==> src/rtl/clkctl_pkg.sv <==
// Shared state encoding and defaults for the CPU clock/reset controller.
package clkctl_pkg;

  localparam logic [2:0] StateEncReset  = 3'd0;
  localparam logic [2:0] StateEncIdle   = 3'd1;
  localparam logic [2:0] StateEncRun    = 3'd2;
  localparam logic [2:0] StateEncStepHi = 3'd3;
  localparam logic [2:0] StateEncHalted = 3'd4;

  typedef enum logic [2:0] {
    StReset  = StateEncReset,
    StIdle   = StateEncIdle,
    StRun    = StateEncRun,
    StStepHi = StateEncStepHi,
    StHalted = StateEncHalted
  } clkctl_state_e;

  localparam int unsigned DefaultResetCycles = 8;

endpackage

==> src/rtl/pulse_edge_detect.sv <==
// Rising-edge detector producing a one-cycle pulse. The history flop resets
// high so a level already asserted during reset never yields a pulse.
module pulse_edge_detect (
  input  logic clk_i,
  input  logic rst_ni,
  input  logic sig_i,
  output logic pulse_o
);

  logic sig_q;

  always_ff @(posedge clk_i or negedge rst_ni) begin
    if (!rst_ni) begin
      sig_q <= 1'b1;
    end else begin
      sig_q <= sig_i;
    end
  end

  assign pulse_o = sig_i & ~sig_q;

endmodule

==> src/rtl/clock_reset_controller.sv <==
// Half-rate glitch-free CPU clock, stretched CPU reset, run/step/halt control
// and cycle counter. Optional cycle limit: CLOCK_RESET_CONTROLLER_CYCLE_LIMIT_EN.
module clock_reset_controller
  import clkctl_pkg::*;
#(
  parameter int unsigned RESET_CYCLES = DefaultResetCycles,
  parameter int unsigned COUNT_WIDTH  = 32
) (
  input  logic                   CLK,
  input  logic                   RST_bar,
  input  logic                   RUN,
  input  logic                   STEP,
  input  logic                   CPU_HALT,
`ifdef CLOCK_RESET_CONTROLLER_CYCLE_LIMIT_EN
  input  logic [COUNT_WIDTH-1:0] CYCLE_LIMIT,
  input  logic                   LIMIT_ENABLE,
  output logic                   LIMIT_HIT,
`endif
  output logic                   CPU_CLK,
  output logic                   CPU_RST_bar,
  output logic                   RUNNING,
  output logic                   HALTED,
  output logic [COUNT_WIDTH-1:0] CYCLE_COUNT
);

  localparam int unsigned RstCntW = $clog2(RESET_CYCLES + 1);
  localparam logic [RstCntW-1:0] RstCntMax = RstCntW'(RESET_CYCLES);

  clkctl_state_e          state_q, state_d;
  logic                   cpu_clk_q, cpu_clk_d;
  logic                   cpu_rst_n_q, cpu_rst_n_d;
  logic [RstCntW-1:0]     rst_cnt_q, rst_cnt_d;
  logic [COUNT_WIDTH-1:0] cycle_cnt_q, cycle_cnt_d;
  logic                   running_q, running_d;
  logic                   halted_q, halted_d;
  logic                   step_req;
  logic                   run_ok;

  pulse_edge_detect u_step_edge (
    .clk_i   (CLK),
    .rst_ni  (RST_bar),
    .sig_i   (STEP),
    .pulse_o (step_req)
  );

`ifdef CLOCK_RESET_CONTROLLER_CYCLE_LIMIT_EN
  logic limit_hit_q, limit_hit_d;
  // Set when a limit stops the run; RUN must be seen low before restarting.
  logic run_block_q, run_block_d;
  assign run_ok = ~run_block_q;
`else
  assign run_ok = 1'b1;
`endif

  always_comb begin
    state_d     = state_q;
    cpu_clk_d   = cpu_clk_q;
    cpu_rst_n_d = cpu_rst_n_q;
    rst_cnt_d   = rst_cnt_q;
`ifdef CLOCK_RESET_CONTROLLER_CYCLE_LIMIT_EN
    limit_hit_d = 1'b0;
    run_block_d = run_block_q;
`endif
    unique case (state_q)
      StReset: begin
        if (cpu_clk_q && (rst_cnt_q == RstCntMax)) begin
          cpu_clk_d   = 1'b0;
          cpu_rst_n_d = 1'b1;
          state_d     = StIdle;
        end else begin
          cpu_clk_d = ~cpu_clk_q;
          if (!cpu_clk_q) begin
            rst_cnt_d = rst_cnt_q + RstCntW'(1);
          end
        end
      end
      StIdle: begin
`ifdef CLOCK_RESET_CONTROLLER_CYCLE_LIMIT_EN
        if (!RUN) begin
          run_block_d = 1'b0;
        end
`endif
        if (CPU_HALT) begin
          state_d = StHalted;
        end else if (RUN && run_ok) begin
          state_d   = StRun;
          cpu_clk_d = 1'b1;
        end else if (step_req) begin
          state_d   = StStepHi;
          cpu_clk_d = 1'b1;
        end
      end
      StRun: begin
        if (cpu_clk_q) begin
          cpu_clk_d = 1'b0;
        end else if (CPU_HALT) begin
          state_d = StHalted;
        end
`ifdef CLOCK_RESET_CONTROLLER_CYCLE_LIMIT_EN
        else if (LIMIT_ENABLE && (cycle_cnt_q == CYCLE_LIMIT)) begin
          state_d     = StIdle;
          limit_hit_d = 1'b1;
          run_block_d = 1'b1;
        end
`endif
        else if (!RUN) begin
          state_d = StIdle;
        end else begin
          cpu_clk_d = 1'b1;
        end
      end
      StStepHi: begin
        cpu_clk_d = 1'b0;
        state_d   = StIdle;
      end
      StHalted: begin
        cpu_clk_d = 1'b0;
      end
      default: begin
        cpu_clk_d = 1'b0;
        state_d   = StReset;
      end
    endcase
  end

  always_comb begin
    cycle_cnt_d = cycle_cnt_q;
    if ((state_q != StReset) && cpu_clk_d && !cpu_clk_q) begin
      cycle_cnt_d = cycle_cnt_q + COUNT_WIDTH'(1);
    end
    running_d = (state_d == StRun);
    halted_d  = (state_d == StHalted);
  end

  always_ff @(posedge CLK or negedge RST_bar) begin
    if (!RST_bar) begin
      state_q     <= StReset;
      cpu_clk_q   <= 1'b0;
      cpu_rst_n_q <= 1'b0;
      rst_cnt_q   <= '0;
      cycle_cnt_q <= '0;
      running_q   <= 1'b0;
      halted_q    <= 1'b0;
    end else begin
      state_q     <= state_d;
      cpu_clk_q   <= cpu_clk_d;
      cpu_rst_n_q <= cpu_rst_n_d;
      rst_cnt_q   <= rst_cnt_d;
      cycle_cnt_q <= cycle_cnt_d;
      running_q   <= running_d;
      halted_q    <= halted_d;
    end
  end

`ifdef CLOCK_RESET_CONTROLLER_CYCLE_LIMIT_EN
  always_ff @(posedge CLK or negedge RST_bar) begin
    if (!RST_bar) begin
      limit_hit_q <= 1'b0;
      run_block_q <= 1'b0;
    end else begin
      limit_hit_q <= limit_hit_d;
      run_block_q <= run_block_d;
    end
  end

  assign LIMIT_HIT = limit_hit_q;
`endif

  assign CPU_CLK     = cpu_clk_q;
  assign CPU_RST_bar = cpu_rst_n_q;
  assign RUNNING     = running_q;
  assign HALTED      = halted_q;
  assign CYCLE_COUNT = cycle_cnt_q;

endmodule

==> config.mk <==
export PLATFORM = sky130hd
export DESIGN_NAME = clock_reset_controller
export DESIGN_NICKNAME = d
export VERILOG_FILES = /design/src/rtl/clkctl_pkg.sv /design/src/rtl/pulse_edge_detect.sv /design/src/rtl/clock_reset_controller.sv
export SDC_FILE = /design/constraint.sdc
export NUM_CORES = 1
export LEC_CHECK = 0
export CAP_MARGIN = 10
export CORE_MARGIN = 2
export CORE_UTILIZATION = 57
export CTS_CLUSTER_DIAMETER = 30
export CTS_CLUSTER_SIZE = 8
export DETAILED_ROUTE_END_ITERATION = 16
export GPL_ROUTABILITY_DRIVEN = 1
export PLACE_DENSITY = 0.92
export SLEW_MARGIN = 20
export SYNTH_ARGS = -nofsm -noshare
export SYNTH_HDL_FRONTEND = slang
export SYNTH_SLANG_ARGS = --single-unit
==> constraint.sdc <==
create_clock -name CLK -period 3.9 [get_ports CLK]
set_input_delay 0.585 -clock CLK [delete_from_list [all_inputs] [get_ports CLK]]
set_output_delay 0.585 -clock CLK [all_outputs]
set_load 0.1 [all_outputs]
==> implementation parameters, run 1 <==
Parameter                              Value

Run status
  Status    finished, final reports clean

Yosys
  Yosys warns    0
  Net count after synthesis    223
  Unique masters post-synth    43
  Number of enable-type register cells in the synthesized netlist    0
  Sequential element share of the synthesized area    44.03%
  Cell count after synthesis    215
  Synthesized flop and latch total    44
  Async SR Flop Fraction    100.0%
  Average size of a mapped cell    11.64 um^2
  Main flop type after synthesis    sky130_fd_sc_hd__dfrtp_1
  Syn Std Cell Area    0.002504 mm^2

Finish
  Share of the core filled with cells in the final layout    70.89%
  Number of nets in the layout    259
  Number of inserted diodes    0
  Fraction of final layout cells with drive strength greater than 1    14.29%
  Most frequent cells in the layout    sky130_fd_sc_hd__dfrtp_1, sky130_fd_sc_hd__clkdlybuf4s50_1, sky130_fd_sc_hd__xor2_1
  Most common cell after layout, fill and taps aside    sky130_fd_sc_hd__dfrtp_1
  Post-Layout Cell Count    304
  Layout area overhead    21.59%

Clocking
  H-tree level count    2
  Num Clock Sinks    44
  Number of resized instances in the post-cts repair step    0
  TritonCTS clock tree    done
  Number of buffers inserted to repair setup after CTS    0
  Clk slew on worst S/H paths    0.08 ns
  Clock root buffer    sky130_fd_sc_hd__clkbuf_8
  Clock Tree Buf Depth    2
  Clock buffer count from CTS    5
  Number of hold-repair buffers added at the cts stage    0
  Clock latency on the worst-skew pair    0.30 ns

STA
  Fmax    385.2 MHz
  Slew at the pin closest to its max-slew limit    0.9841 ns
  Minimum clock period    2.596 ns
  Hold Worst Slack    0.4266 ns
  Worst Setup Slack, final    1.304 ns
  Fin Clk Skew    0.009483 ns
  Number of setup violations in the final report    0
  Headroom to the max-slew limit    34.19%
  Unrepaired setup endpoints after global routing    no
  Fraction of the cycle the final worst path needs    66.57%
  Final Max Slew Viols    0
  Summed negative setup slack over all endpoints    0 ns
  Total count of hold-check failures in the final report    0

Placement
  Number of input and output port buffers inserted    40
  Worst Setup Slack post-DPL    1.086 ns
  Final weighted congestion in routability-driven placement    0.8065
  Detailed placer's ending HPWL    3.542 mm
  Count of placed standard cells including taps    296

Drt
  Number of antenna-violating nets in the routed design    0
  Count of TritonRoute iterations in the first routing pass    6
  Average routed wire per standard cell    17.40 um
  Vias per inst    6.178
  Violation count after the first detailed-routing iteration    115
  Total number of vias    1,878
  Detailed Route WL    5.289 mm
  Drt drc    0

Floorplanning
  Vert. Die Dim    70.28 um
  Starting density of the core    58.30%
  I/O pins    41
  Area of the core region    0.004294 mm^2
  Die Area    0.004939 mm^2
  Chip Width    70.28 um
  Std cell rows    24

Setup path
  Startpoint kind of the worst setup timing path    flip-flop
  Gate family responsible for the most delay along the worst path    buffers and inverters
  Critical path, cell by cell    clkdlybuf4s50_1
  Startpoint of the most critical setup path    CYCLE_COUNT[0]$_DFFE_PN0P_
  Startpoint of the worst register-to-register path    CYCLE_COUNT[8]$_DFFE_PN0P_
  Critical path class    reg2out
  Count of buffering cells on the critical path with inverters included    1
  Max stage delay on crit path    1.19 ns
  Worst Setup End Kind    output pin
  Critical path's slowest cell    sky130_fd_sc_hd__clkdlybuf4s50_1
  Crit Path Max Fanout    8
  Req. time, crit path    3.31 ns
  Arrival time of data at the critical path endpoint    2.01 ns

Pwr
  Reported leakage power    1.297 nW
  Power density over the cells    443.9 mW/mm^2
  Peak ir drop on the vdd network    0.0002697 V

Job
  Max-Cap Viols    0

Global routing
  Wire length of the first global-routing pass    8.673 mm
  Aggregate global-route resource usage    22.50%
  Number of global-route vias before repair    1,801
  Initial antenna violation count    0
  Total congestion overflow after global routing    0
  Largest net degree at the start of global routing    45

Worst hold path
  Path class of the lowest-slack min-delay path    in2async
-- final cells by class --
cell class | count | area [um^2]
Inverter | 7 | 26.28
Sequential cell | 44 | 1102
Tap cell | 52 | 65.06
Clock buffer | 7 | 96.34
Clock inverter | 1 | 30.03
Timing Repair Buffer | 43 | 417.9
Multi-Input combinational cell | 150 | 1306
Fill cell | 296 | 1250
-- cells in the mapped netlist (all sizes together) (5+ instances only) --
library cell	n	share of area, %
dfrtp	43	43
xor2	31	11
a2111oi	23	16
nand2	15	2.2
buf	12	2.9
nand4	12	3.0
nand3	11	2.4
a211oi	7	2.3
inv	7	1.0
o21ai	7	1.4
and3	5	1.2
and4	5	1.7
-- cells by family after synthesis --
logic type	count (synthesis)	share of synthesized area, %
AND/OR/NAND/NOR	65	15.39
AO/OA/AOI/OAI	47	22.49
buffers and inverters	21	4.248
adder cells (fa/ha/maj)	3	1.499
multiplexers	1	0.4497
flip-flops	44	44.03
XOR/XNOR	34	11.89
-- registers in the layout, summed over array words and instances, names as in the netlist --
name	flops
CPU_RST_bar	1
RUNNING	1
u_step_edge.sig_q	1
state_q	3
HALTED	1
CYCLE_COUNT	32
CPU_CLK	1
rst_cnt_q	4
-- per-stage QoR --
stage	power, mW	cell area [um^2]
2_1_floorplan	0.8719	2504
3_3_place_gp	0.9574	2918
3_5_place_dp	0.9735	2918
4_1_cts	1.354	3044
5_1_grt	1.409	3044
6_report	1.351	3044
-- final timing paths --
| check | end | slack (ns) | depth (start not counted) |
|---|---|---|---|
| hold / removal | CYCLE_COUNT[21]$_DFFE_PN0P_ | 0.43 | 1 |
| min in group CLK | CYCLE_COUNT[31]$_DFFE_PN0P_ | 0.47 | 1 |
| setup reg to reg | CYCLE_COUNT[30]$_DFFE_PN0P_ | 1.54 | 4 |
| setup / recovery | CYCLE_COUNT[0] | 1.30 | 1 |
| max in group asynchronous | CYCLE_COUNT[4]$_DFFE_PN0P_ | 2.89 | 1 |
| hold reg to reg | CYCLE_COUNT[31]$_DFFE_PN0P_ | 0.47 | 1 |
-- report_power, final --
part / leakage, nW / internal [mW] / switching [mW] / total [mW]
registers: 0.596 / 0.507 / 0.0618 / 0.569
clock network: 0.0645 / 0.226 / 0.156 / 0.382
logic: 0.636 / 0.110 / 0.290 / 0.400
total: 1.30 / 0.843 / 0.508 / 1.35
-- metal layers --
| layer | vias up | GRT usage (%) | part of all wire [%] | wire, um |
|---|---|---|---|---|
| met5 | - | 0 | 0 | 0 |
| met4 | 0 | 6.624 | 1.1 | 59 |
| met3 | 7 | 5.051 | 4.5 | 239 |
| met2 | 53 | 36.90 | 50 | 2627 |
| met1 | 932 | 29.96 | 45 | 2362 |
| li1 | 886 | - | - | - |
Note: power is estimated with default switching activity, not from simulation.
==> run 2, diff against run 1 <==
--- a/config.mk
+++ b/config.mk
@@ -7,12 +7,12 @@
 export LEC_CHECK = 0
 export CAP_MARGIN = 10
 export CORE_MARGIN = 2
-export CORE_UTILIZATION = 57
+export CORE_UTILIZATION = 53
 export CTS_CLUSTER_DIAMETER = 30
 export CTS_CLUSTER_SIZE = 8
 export DETAILED_ROUTE_END_ITERATION = 16
 export GPL_ROUTABILITY_DRIVEN = 1
-export PLACE_DENSITY = 0.92
+export PLACE_DENSITY = 0.87
 export SLEW_MARGIN = 20
 export SYNTH_ARGS = -nofsm -noshare
 export SYNTH_HDL_FRONTEND = slang
==> constraint.sdc (replaced) <==
create_clock -name CLK -period 2.4 [get_ports CLK]
set_input_delay 0.36 -clock CLK [delete_from_list [all_inputs] [get_ports CLK]]
set_output_delay 0.36 -clock CLK [all_outputs]
set_load 0.1 [all_outputs]
==> run 2 against run 1 <==
Register-to-register slack worse by 1.1 ns; sequential cell count stayed put; critical endpoint is now CYCLE_COUNT[17]$_DFFE_PN0P_; die area is 7.1% higher; clock power is 32% higher; total power is 55% higher; sequential share of layout area is 0.81 points higher; final cell count is 3.0% higher; clock skew is 0.0037 ns lower; final area is 1.1% lower; critical path depth is 5 higher; first-iteration DRC count is 30% higher; global-route usage is 0.39 points lower.
==> implementation parameters, run 2 (synthesis results as in run 1) <==
Parameter                              Value

Drt
  Average routed wire per standard cell    17.03 um (-2.1%)
  Number of antenna-violating nets in the routed design    0 (unchanged)
  Detailed Route WL    5.330 mm (+0.78%)
  Drt drc    0 (unchanged)
  Count of TritonRoute iterations in the first routing pass    4 (-2)
  Violation count after the first detailed-routing iteration    150 (+30%)
  Vias per inst    6.016 (-2.6%)
  Total number of vias    1,883 (+0.27%)

Pwr
  Power Total    2.090 mW (+55%)
  Clock network fraction of design power    24.2% (-4.1 points)
  Switching Power    0.8235 mW (+62%)
  Reported leakage power    1.381 nW (+6.5%)
  Power density over the cells    694.0 mW/mm^2 (+56%)
  P_int    1.267 mW (+50%)
  Peak ir drop on the vdd network    0.0005553 V (+110%)
  Combinational share of power    31.6% (+2.0 points)
  Share of total power consumed by net switching    39.40% (+1.8 points)
  Sequential group share of total power    44.2% (+2.1 points)

Placement
  Worst Setup Slack post-DPL    0.1330 ns (-0.9526 ns)
  Number of input and output port buffers inserted    40 (unchanged)
  Final weighted congestion in routability-driven placement    0.8360 (+3.7%)
  Detailed placer's ending HPWL    3.723 mm (+5.1%)
  Placed cell area    0.002915 mm^2 (about the same)

Global routing
  Number of global-route vias before repair    1,865 (+3.6%)
  Total congestion overflow after global routing    0 (unchanged)
  Aggregate global-route resource usage    22.11% (-0.39 points)
  Wire length of the first global-routing pass    9.080 mm (+4.7%)
  Initial antenna violation count    0 (unchanged)
  Largest net degree at the start of global routing    45 (unchanged)

Floorplanning
  Area of the core region    0.004629 mm^2 (+7.8%)
  Starting density of the core    54.08% (-4.2 points)
  Die Area    0.005290 mm^2 (+7.1%)
  I/O pins    41 (unchanged)
  Vert. Die Dim    72.73 um (+3.5%)
  Chip Width    72.73 um (+3.5%)
  Std cell rows    25 (+4.2%)

Setup path
  Crit Path Max Fanout    16 (+8)
  Critical path class    in2reg
  Startpoint of the worst register-to-register path    state_q[1]$_DFF_PN0_
  Startpoint of the most critical setup path    STEP
  Critical path's slowest cell    sky130_fd_sc_hd__clkdlybuf4s50_1
  Count of cells along the worst register-to-register path    5 (+1)
  Req. time, crit path    2.62 ns (-0.69 ns)
  Startpoint kind of the worst setup timing path    input pin
  Gate family responsible for the most delay along the worst path    buffers and inverters
  Critical path, cell by cell    clkdlybuf4s50_1 > nor2b_1 > o21ai_4 > buf_4 > a2111oi_2 > xor2_1
  FF-to-FF setup slack    0.46 ns (-1.08 ns)
  Arrival time of data at the critical path endpoint    2.16 ns (+0.15 ns)
  RR Endpoint    CYCLE_COUNT[17]$_DFFE_PN0P_
  Count of buffering cells on the critical path with inverters included    2 (+1)
  Worst Setup End Kind    flip-flop
  Capturing element of the worst setup path    CYCLE_COUNT[17]$_DFFE_PN0P_
  Number of logic stages on the critical path including buffering    6 (+5)
  Max stage delay on crit path    0.48 ns (-0.71 ns)

Run status
  Status    finished, final reports clean

Finish
  Number of inserted filler cells in the final layout    378 (+28%)
  Layout area overhead    20.29%
  Area of all placed cells without fillers    0.003012 mm^2 (-1.1%)
  Most common cell after layout, fill and taps aside    sky130_fd_sc_hd__buf_4
  Number of nets in the layout    267 (+3.1%)
  Number of inserted diodes    0 (unchanged)
  Max reg flops    32 (unchanged)
  Fraction of final layout cells with drive strength greater than 1    34.36% (+20 points)
  Most frequent cells in the layout    sky130_fd_sc_hd__buf_4, sky130_fd_sc_hd__dfrtp_1, sky130_fd_sc_hd__xor2_1

Clocking
  Num Clock Sinks    44 (unchanged)
  Number of buffers inserted to repair setup after CTS    0 (unchanged)
  Clock root buffer    sky130_fd_sc_hd__clkbuf_8
  H-tree level count    2 (unchanged)
  Number of resized instances in the post-cts repair step    0 (unchanged)
  Clock Tree Buf Depth    2 (unchanged)
  Clock buffer count from CTS    5 (unchanged)
  Number of hold-repair buffers added at the cts stage    0 (unchanged)
  TritonCTS clock tree    done
  Clock latency on the worst-skew pair    0.30 ns (about the same)
  Clk slew on worst S/H paths    0.08 ns (about the same)

STA
  Slew at the pin closest to its max-slew limit    0.7663 ns (-0.2178 ns)
  Minimum clock period    1.942 ns
  Fmax    515.0 MHz
  Worst Setup Slack, final    0.4584 ns (-0.8455 ns)
  Headroom to the max-slew limit    48.44% (+14 points)
  Fin Clk Skew    0.005815 ns (-0.003668 ns)
  Fraction of the cycle the final worst path needs    80.90%
  Unrepaired setup endpoints after global routing    no
  Hold Worst Slack    0.1288 ns (-0.2977 ns)
  Total count of hold-check failures in the final report    0 (unchanged)
  Number of setup violations in the final report    0 (unchanged)
  Final Max Slew Viols    0 (unchanged)
  Summed negative setup slack over all endpoints    0 ns (unchanged)

Job
  Max-Cap Viols    0 (unchanged)

Worst hold path
  Path class of the lowest-slack min-delay path    in2async
==> run 2: power groups by stage <==
stage                     logic [mW]  registers [mW]  clock network [mW]
after floorplan                0.278            1.14                   0
after global placement         0.643           0.931                   0
after detailed placement       0.661           0.936                   0
after CTS                      0.664           0.921               0.514
after global routing           0.708           0.940               0.547
final                          0.660           0.924               0.506
==> run 2: worst register-to-register path: cells and delay by family, from the launching register on <==
| kind | cells | cell delay (ns) |
|---|---|---|
| AOI/OAI and AO/OA | 2 | 0.58 |
| xor gates and xnor gates | 1 | 0.19 |
| buffers and inverters | 1 | 0.25 |
| DFF | 1 | 0.50 |
| and+or+nand+nor | 1 | 0.35 |
==> run 2: stage by stage <==
| step | std cells | utilization, % |
|---|---|---|
| 3_3_place_gp | 306 | 62.97 |
| 4_1_cts | 313 | 65.05 |
| 3_5_place_dp | 306 | 62.97 |
| 6_report | 313 | 65.05 |
| 2_1_floorplan | 215 | - |
| 5_1_grt | 313 | 65.05 |
==> run 2: how the worst min path moves through the flow <==
| stage | startpoint | end | cells past startpoint |
|---|---|---|---|
| 5_1_grt | RST_bar | rst_cnt_q[0]$_DFFE_PN0P_ | 2 |
| 3_5_place_dp | rst_cnt_q[3]$_DFFE_PN0P_ | rst_cnt_q[3]$_DFFE_PN0P_ | 1 |
| 4_1_cts | RST_bar | CYCLE_COUNT[30]$_DFFE_PN0P_ | 2 |
| 2_1_floorplan | RST_bar | CPU_CLK$_DFF_PN0_ | 0 |
| 6_report | RST_bar | CYCLE_COUNT[29]$_DFFE_PN0P_ | 2 |
| 3_3_place_gp | rst_cnt_q[3]$_DFFE_PN0P_ | rst_cnt_q[3]$_DFFE_PN0P_ | 1 |
==> run 2: layer usage <==
| metal | up-vias | routed length [um] | track usage (%) |
|---|---|---|---|
| li1 | 890 | - | - |
| met1 | 944 | 2507 | 30.22 |
| met2 | 39 | 2550 | 34.24 |
| met3 | 10 | 161 | 4.696 |
| met4 | 0 | 110 | 9.053 |
| met5 | - | 0 | 0 |
==> run 2: cell type report <==
class                           instances  area [um^2]  share of cell area [%]
Multi-Input combinational cell        150         1306                   43.37
Sequential cell                        44         1115                   37.02
Timing Repair Buffer                   51        400.4                   13.29
Clock buffer                            7        96.34                   3.199
Tap cell                               54        67.56                   2.243
Inverter                                7        26.28                  0.8725
==> variant 1, RTL diff (config.mk and constraints of run 2) <==
Remove the register `running_q`: a continuous assignment takes its place, so the output `RUNNING` follows one clock earlier.
--- a/src/rtl/clock_reset_controller.sv
+++ b/src/rtl/clock_reset_controller.sv
@@ -141,3 +141,2 @@
       cycle_cnt_q <= '0;
-      running_q   <= 1'b0;
       halted_q    <= 1'b0;
@@ -149,3 +148,2 @@
       cycle_cnt_q <= cycle_cnt_d;
-      running_q   <= running_d;
       halted_q    <= halted_d;
@@ -153,2 +151,4 @@
   end
+
+  assign running_q = running_d;
 
Function: no difference found for any inputs over 10 cycles, from zero or initial values and one cycle with RST_bar low; that may be too few to reach the edited logic, so the function may still have changed.
==> variant 1 against run 2 <==
Cell area grew 2.2%; wire length fell by 1.6%; worst hold slack worse by 0.027 ns; sequential cell count is 1 lower; largest cell class unchanged; clock power grew 17%; fmax fell by 15%; power up 4.6%; area after synthesis shrank 1.0%; setup slack lost 0.34 ns; synthesized cell count shrank 0.47%; non-clock buffer count grew 1; sequential share of layout area down 1.5 points; first-iteration DRC count shrank 19%.
==> variant 1: results (changes against run 2) <==
metric,value,unit,change
Worst Skew,0.00645,ns,was 0.00581 ns
vias in the first global route,1902,,was 1865
drt via density,6.02,,about the same
CP Max Fanout,11,,was 16
share of cells above drive strength 1,0.373,,was 0.344
reg2reg end,CYCLE_COUNT[26],,was CYCLE_COUNT[17]
global placement routability congestion,0.814,,was 0.836
fill count,318,,was 378
flop2flop setup slack,0.48,ns,was 0.46 ns
Total GRT Usage,0.226,,was 0.221
fin nets,267,,unchanged
P_leak,1.40,nW,was 1.38 nW
Least-Margin Pin Slew,0.763,ns,was 0.766 ns
first-pass GRT wire length,9210,microns,was 9080 microns
Commonest cells post-synth,"dfrtp_1 (42), xor2_1 (31), nand2_1 (15), nand4_1 (12), a2111oi_2 (11)",,"was dfrtp_1 (43), xor2_1 (31), nand2_1 (15), nand4_1 (12), a2111oi_2 (11)"
Final HPWL DP,3730,microns,was 3720 microns
CP max stage delay,0.52,ns,was 0.48 ns
Crit path max-delay family,flip-flops,,was buffers and inverters
Synth Net Count,222,,was 223
status,finished clean,,unchanged
post-synthesis sequential area ratio,0.435,,was 0.440
final WL,5240,microns,was 5330 microns
hold_ws,0.102,ns,was 0.129 ns
DRT iter0 DRCs,121,,was 150
worst vdd ir,0.319,mV,was 0.555 mV
worst r2r src,CYCLE_COUNT[11],,was state_q[1]
placed cell areas,0.00296,sq mm,was 0.00292 sq mm
## variant 1: routing by layer
layer  vias up  track usage  part of all wire
met5         -            0                 0
met4         0        0.105             0.021
met3        10       0.0375             0.038
met2        45        0.355              0.47
met1       932        0.308              0.47
li1        892            -                 -
## variant 1: timing repair
item	4_1_cts	5_1_grt
setup endpoints to repair	0	1
resized for setup	0	2
buffers inserted	0	0
## variant 1: cell families after synthesis
family                   Yosys count  synth area share
AO/OA/AOI/OAI                     47             0.227
XOR/XNOR                          34             0.120
adder cells (fa/ha/maj)            3            0.0151
buffers and inverters             21            0.0429
flip-flops                        43             0.435
multiplexers                       1           0.00454
AND/OR/NAND/NOR                   65             0.155
## variant 1: worst reg2reg max path, delay by kind of cell (launching register included)
| family | cells | cell delay, ns |
|---|---|---|
| buffers and inverters | 1 | 0.23 |
| flip-flops | 1 | 0.42 |
| XOR/XNOR | 1 | 0.19 |
| AO/OA/AOI/OAI | 1 | 0.30 |
| AND/OR/NAND/NOR | 2 | 0.70 |
## variant 1: how the worst max path moves through the flow
stage | cells past startpoint | endpoint
6_report | 5 | RUNNING
5_1_grt | 7 | RUNNING
4_1_cts | 6 | RUNNING
3_5_place_dp | 6 | RUNNING
3_3_place_gp | 6 | RUNNING
2_1_floorplan | 4 | RUNNING
## variant 1: area by class of cell
| class | count | share of cell area |
|---|---|---|
| inverter | 7 | 0.00854 |
| tap | 52 | 0.0211 |
| clock inverter | 2 | 0.0114 |
| multi-input combinational | 150 | 0.432 |
| clock buffer | 6 | 0.0268 |
| sequential | 43 | 0.355 |
| timing repair buffer | 52 | 0.145 |
## variant 1: report_power, final
group	total, mW	internal, mW	switching (mW)
combinational	0.679	0.206	0.473
sequential	0.917	0.811	0.106
clock	0.591	0.337	0.254
## variant 1: through the flow
step | TNS [ns] | instances | setup slack (ns) | power [mW] | util
detailed placement | 0 | 304 | 0.0582 | 1.61 | 0.665
finish | 0 | 312 | 0.122 | 2.19 | 0.692
floorplan | -0.0536 | 214 | -0.0536 | 1.42 | -
global route | 0 | 312 | 0.000689 | 2.30 | 0.692
global placement | 0 | 304 | 0.123 | 1.60 | 0.665
CTS | 0 | 312 | 0.0592 | 2.20 | 0.691
==> variant 2, RTL diff (flow settings as in run 2) <==
Without the edit above. Change the package constant `DefaultResetCycles` from 8 to 16.
--- a/src/rtl/clkctl_pkg.sv
+++ b/src/rtl/clkctl_pkg.sv
@@ -17,3 +17,3 @@
 
-  localparam int unsigned DefaultResetCycles = 8;
+  localparam int unsigned DefaultResetCycles = 16;
 
Function: no difference found for any inputs over 10 cycles, from zero or initial values and one cycle with RST_bar low; that may be too few to reach the edited logic, so the function may still have changed.
==> variant 2 against run 2 <==
Wire length decreased by 14%; area after synthesis is 11% lower; setup slack improved by 0.041 ns; largest cell class is now flip-flops and latches; global-route usage decreased by 0.71 points; count of clock-buffer cells in the layout is the same; critical path type is now reg -> reg; power shrank 0.72%; non-clock buffer count down 5; largest power group unchanged; cell area decreased by 9.8%; synthesized cell count decreased by 7.9%; worst hold slack improved by 0.35 ns; sequential cell count rose by 1.
==> variant 2: results (changes against run 2) <==
metric,value,unit,change
Crit path max-delay family,simple AND/OR/NAND/NOR gates,,was buffers and inverters
Commonest cells post-synth,"dfrtp_1 (44), xnor2_1 (23), nand2_1 (15), nand4_1 (15), nand3_1 (14)",,"was dfrtp_1 (43), xor2_1 (31), nand2_1 (15), nand4_1 (12), a2111oi_2 (11)"
first-pass GRT wire length,7390,microns,was 9080 microns
routed vias,1722,,was 1883
Met3 Wirelength,250,microns,was 161 microns
global placement routability congestion,0.882,,was 0.836
CP max stage delay,0.53,ns,was 0.48 ns
top post-synthesis cells by area,"dfrtp_1 (50%), xnor2_1 (9.1%), xor2_1 (4.7%), nand4_1 (4.2%), nand3_1 (3.2%)",,"was dfrtp_1 (43%), xor2_1 (11%), a2111oi_4 (7.7%), a2111oi_2 (6.6%), nand4_1 (3.0%)"
cell count after placement,288,,was 306
met2 usage,0.351,,was 0.342
Worst Skew,0.00526,ns,was 0.00581 ns
cts hold-fix bufs,1,,was 0
Plain + repair buffers,46,,was 51
xor-xnor portion of the synthesized cell area,0.138,,was 0.119
Mapped Cells,198,,was 215
Avg WL per Cell,15.4,microns,was 17.0 microns
fill count,325,,was 378
status,finished clean,,unchanged
DR WL met2,2250,microns,was 2550 microns
Adder-Cell Fraction of Synth Area,0.0169,,was 0.0150
largest net degree at the start of global routing,18,,was 45
sequential cell area,0.00113,sq mm,was 0.00111 sq mm
multi-input logic area,0.00104,sq mm,was 0.00131 sq mm
Synth Area in Compound Gates,0.0625,,was 0.225
Seq area share,0.417,,was 0.370
[variant 2: changes by cell type after synthesis, sizes merged, moves of 3 or more]
cell / change
xor2: -19
nor4: +4
xnor2: +20
nand3: +3
a211oi: -6
nand4: +3
inv: -5
buf: -7
nor3: +4
or3: +3
a2111oi: -20
nor2: +8
[variant 2: worst paths after layout]
check	from	to	slack, ns
setup / recovery	state_q[0]	CYCLE_COUNT[23]	0.50
hold / removal	RST_bar	CYCLE_COUNT[28]	0.48
setup reg to reg	state_q[0]	CYCLE_COUNT[23]	0.50
hold reg to reg	CPU_RST_bar	CPU_RST_bar	0.48
max in group asynchronous	RST_bar	CYCLE_COUNT[1]	1.37
min in group CLK	CPU_RST_bar	CPU_RST_bar	0.48
[variant 2: where the power goes]
| group | internal, mW | switching [mW] | leakage (nW) |
|---|---|---|---|
| combinational | 0.173 | 0.368 | 0.601 |
| sequential | 0.845 | 0.0962 | 0.602 |
| clock | 0.339 | 0.253 | 0.0585 |
| total | 1.36 | 0.718 | 1.26 |
